## src/rtl/stream_mux_rr.sv

```systemverilog
// N-input val/rdy stream mux, round-robin arbiter, one-entry output register.
// Define STREAM_MUX_RR_PRIO_EN for fixed lowest-index-first priority instead.
module stream_mux_rr #(
   parameter  int NBITS   = 4,
   parameter  int NINPUTS = 5,
   localparam int SBITS   = $clog2(NINPUTS)
) (
   input  logic                     clk,
   input  logic                     reset,
   input  logic [NINPUTS-1:0]       in_val,
   output logic [NINPUTS-1:0]       in_rdy,
   input  logic [NINPUTS*NBITS-1:0] in_msg,
   output logic                     out_val,
   input  logic                     out_rdy,
   output logic [NBITS-1:0]         out_msg,
   output logic [SBITS-1:0]         out_src
);

   logic             out_val_q, out_val_d;
   logic [NBITS-1:0] out_msg_q, out_msg_d;
   logic [SBITS-1:0] out_src_q, out_src_d;
   logic [SBITS-1:0] ptr;

   logic             gnt_any;
   logic [SBITS-1:0] gnt_idx;
   logic             accept;
   logic             in_xfer;
   logic             out_xfer;

   // Scan in_val starting at ptr; one spare bit keeps the wrap sum exact.
   always_comb begin
      logic [SBITS:0] sum;
      gnt_any = 1'b0;
      gnt_idx = '0;
      sum     = '0;
      for (int k = 0; k < NINPUTS; k++) begin
         sum = {1'b0, ptr} + (SBITS+1)'(k);
         if (sum >= (SBITS+1)'(NINPUTS)) begin
            sum = sum - (SBITS+1)'(NINPUTS);
         end
         if (!gnt_any && in_val[sum[SBITS-1:0]]) begin
            gnt_any = 1'b1;
            gnt_idx = sum[SBITS-1:0];
         end
      end
   end

   assign accept   = !out_val_q || out_rdy;
   assign in_xfer  = gnt_any && accept && !reset;
   assign out_xfer = out_val_q && out_rdy;

   always_comb begin
      in_rdy = '0;
      if (in_xfer) begin
         in_rdy[gnt_idx] = 1'b1;
      end
   end

   always_comb begin
      out_val_d = out_val_q;
      out_msg_d = out_msg_q;
      out_src_d = out_src_q;
      if (in_xfer) begin
         out_val_d = 1'b1;
         out_msg_d = in_msg[gnt_idx*NBITS +: NBITS];
         out_src_d = gnt_idx;
      end else if (out_xfer) begin
         out_val_d = 1'b0;
      end
   end

   always_ff @(posedge clk) begin
      if (reset) begin
         out_val_q <= 1'b0;
         out_msg_q <= '0;
         out_src_q <= '0;
      end else begin
         out_val_q <= out_val_d;
         out_msg_q <= out_msg_d;
         out_src_q <= out_src_d;
      end
   end

`ifdef STREAM_MUX_RR_PRIO_EN
   assign ptr = '0;
`else
   logic [SBITS-1:0] ptr_q, ptr_d;

   // Explicit wrap: NINPUTS need not be a power of two.
   always_comb begin
      ptr_d = ptr_q;
      if (in_xfer) begin
         if (gnt_idx == SBITS'(NINPUTS-1)) begin
            ptr_d = '0;
         end else begin
            ptr_d = gnt_idx + SBITS'(1);
         end
      end
   end

   always_ff @(posedge clk) begin
      if (reset) begin
         ptr_q <= '0;
      end else begin
         ptr_q <= ptr_d;
      end
   end

   assign ptr = ptr_q;
`endif

   assign out_val = out_val_q;
   assign out_msg = out_msg_q;
   assign out_src = out_src_q;

endmodule
```

## config.mk

```make
export PLATFORM = sky130hd
export DESIGN_NAME = stream_mux_rr
export DESIGN_NICKNAME = d
export VERILOG_FILES = /design/src/rtl/stream_mux_rr.sv
export SDC_FILE = /design/constraint.sdc
export NUM_CORES = 1
export LEC_CHECK = 0
export ABC_CLOCK_PERIOD_IN_PS = 5300
export CORE_UTILIZATION = 29
export CTS_CLUSTER_SIZE = 24
export DETAILED_ROUTE_END_ITERATION = 10
export GPL_TIMING_DRIVEN = 1
export PLACE_DENSITY = 0.54
export SYNTH_ARGS = -nofsm -noshare
export SYNTH_HDL_FRONTEND = slang
export SYNTH_SLANG_ARGS = --single-unit
```

## constraint.sdc

```tcl
create_clock -name clk -period 5.3 [get_ports clk]
set_clock_uncertainty 0.15 [all_clocks]
set_input_delay 0.795 -clock clk [delete_from_list [all_inputs] [get_ports clk]]
set_output_delay 0.795 -clock clk [all_outputs]
set_load 0.1 [all_outputs]
```

==> metrics.md <==
| Metric | Value |
|---|---|
| Met1 Track Usage GR | `21.9%` |
| Worst-Skew Late Latency | `0.24 ns` |
| CP Capture Type | `primary output` |
| HP Class | `reg2reg` |
| RePlAce Congestion | `0.826` |
| Ant diodes | `0` |
| FFs w/ async S/R, synth | `0%` |
| First-pass GRT wire length | `8460 um` |
| Number of H-tree levels | `1` |
| DRT Wirelength | `4950 um` |
| Dpl cell area | `0.00221 sq mm` |
| Number of flops mapped to enable cells by yosys | `0` |
| Syn. warnings | `0` |
| RSZ-0062 raised after global routing | `no` |
| WP data required | `4.36 ns` |
| Seq/Total Area, Yosys | `13.1%` |
| Initial Utilization | `30.3%` |
| Vias | `1788` |
| Grt peak-use layer | `met2` |
| Grt met3 use | `2.79%` |
| Drt drc | `0` |
| Vias in the first global route | `1782` |
| Number of gates resized after CTS | `0` |
| DRT Pass-1 Iters | `4` |
| CTS clk-pin slew, worst paths | `0.06 ns` |
| WHS Path Cells | `2` |
| Mapped Cells | `221` |
| Crit start category | `flop` |
| Setup TNS | `0 ns` |
| CTS root buffer | `clkbuf_8` |
| CTS tree | `done` |
| Antenna violations before repair | `0` |
| Final hold slack | `0.295 ns` |
| # clock sinks | `11` |
| Final Setup Violations | `0` |
| I/O pins | `41` |
| PortBufs | `40` |
| DP Wirelength | `3950 um` |
| Standard-cell rows | `27` |
| Final Hold Fails | `0` |
| Core box area | `0.00554 sq mm` |
| Final Slew Violations | `0` |
| Die height | `78.1 um` |
| Fin crit share | `93.8%` |
| Met2 Track Usage GR | `29.3%` |
| CTS Buffer Depth | `2` |
| WL/cell | `14.9 um` |
| Routed Antenna Nets | `0` |
| Synth top area cells | `dfxtp_1 13%, mux2i_1 7.7%, ha_1 6.0%, nand2_1 5.1%, a21oi_1 5.1%` |
| Post-synthesis cell type count | `66` |
| Final min period | `4.97 ns` |
| Synth Register Bits | `11` |
| Syn_nets | `258` |
| Reg2reg path depth | `14` |
| Top FF cell, synth | `dfxtp_1` |
| Top-count cell post-synth | `nand2_1` |
| Num CTS Buffers | `3` |
| Crit-path max FO | `8` |
| Fin util | `40.7%` |
| Fin nets | `298` |
| Achievable Freq | `201 MHz` |
| Vias per Instance | `5.39` |
| Final instance area | `0.00226 sq mm` |
| Mapped cell area | `0.00168 sq mm` |
| 1st-iter DRT viols | `98` |
| Critical path data arrival time | `4.03 ns` |
| Width of the die | `78.1 um` |
| Largest net degree at the start of global routing | `28` |
| GRT Total Usage | `17.2%` |
| Die ar. | `0.00610 sq mm` |
| # Post-CTS Setup Buffers | `0` |
| Hold-fix buffers at CTS | `0` |
| Worst setup path category | `reg2out` |
| Leading post-synthesis cells by instance count | `23 x nand2_1, 17 x a21oi_1, 14 x inv_1, 13 x mux2i_1, 13 x nor2_1` |
| Maxcap violations | `0` |
| Area growth syn-to-layout | `34.4%` |
| Gr ovfl total | `0` |
| Leading area contributor after synthesis | `dfxtp_1` |
| Share of cells above drive strength 1 | `13.8%` |
| Worst slew pin tran | `0.989 ns` |
| Syn_area_per_cell | `7.60 sq um` |
| Area share of the largest cell type after synthesis | `13.1%` |
| Normalized max-slew margin | `33.8%` |
| Status | `finished, final reports clean` |
cells in the final DEF (no fill, tap or decap), drive strengths merged, types with 2 or more instances in the layout:
master	synthesis	routed
and3	2	2
or2	2	2
nand3	9	9
a31oi	3	3
mux2i	13	13
nand2b	8	8
nor2b	4	4
a21oi	18	18
mux2	2	2
dfxtp	11	11
o21ai	10	10
a221oi	2	2
and4	2	2
nand4	2	2
clkdlybuf4s50	0	35
o311ai	2	2
clkbuf	6	3
nand3b	2	2
nor2	13	13
and2	4	4
o22ai	2	2
ha	8	8
a22oi	4	4
or3b	2	2
a21o	4	4
xnor2	4	4
o21a	2	2
a211oi	2	2
a21boi	2	2
buf	7	13
nand2	25	25
mux4	2	2
inv	14	14
a211o	3	3
o221ai	5	5
nor3	4	4
per-layer routing:
layer | share of wire [%] | wire length (um)
met5 | 0 | 0
met2 | 46 | 2300
met1 | 46 | 2280
met4 | 1.1 | 55
met3 | 6.5 | 321
path summary, 6_finish.rpt:
kind | end | from | slack (ns)
worst max-delay path | in_rdy[0] | ptr[1] | 0.33
worst min-delay path | out_src[1] | out_src[1] | 0.29
worst max register to register | out_msg[3] | ptr[1] | 1.33
worst min register to register | out_src[1] | out_src[1] | 0.29
logic make-up after synthesis:
family / after synthesis / synth area share (%)
AOI/OAI and AO/OA: 70 / 30.8
DFF: 11 / 13.1
buffers and inverters: 27 / 7.38
adders and majority gates: 9 / 7.15
muxes: 17 / 11.8
xor gates and xnor gates: 5 / 2.61
and+or+nand+nor: 82 / 27.2
critical path, stage by stage, from the launching register on:
cell      delay [ns]
dfxtp_1         0.49
inv_1           0.17
ha_1            0.26
ha_1            0.20
o21ai_2         0.11
mux2i_1         0.51
mux2i_1         0.21
a221oi_2        0.46
nand3_1         0.19
or2_4           0.30
o22ai_2         0.24
nand2_1         0.19
nor2_1          0.22
buf_12          0.21
sequential cells by signal, indices dropped and copies added, names as in the netlist:
name	flops
out_msg	4
out_src	3
out_val	1
ptr	3
metrics by stage:
| stage | instances | setup WS [ns] |
|---|---|---|
| finish | 332 | 0.329 |
| global route | 332 | 0.0389 |
| CTS | 332 | 0.319 |
| detailed placement | 328 | 0.510 |
| global placement | 328 | 0.483 |
| floorplan | 221 | 0.186 |
final cells by class:
type / instances / area (sq um)
clock buffer: 3 / 41.3
clock inverter: 1 / 5.00
fill: 580 / 3280
inverter: 14 / 52.6
multi-input combinational: 183 / 1340
sequential: 11 / 220
tap: 72 / 90.1
timing repair buffer: 48 / 510
Power is not shown: default switching activity piles up to over one toggle a cycle in this logic, so the estimate is an artifact.
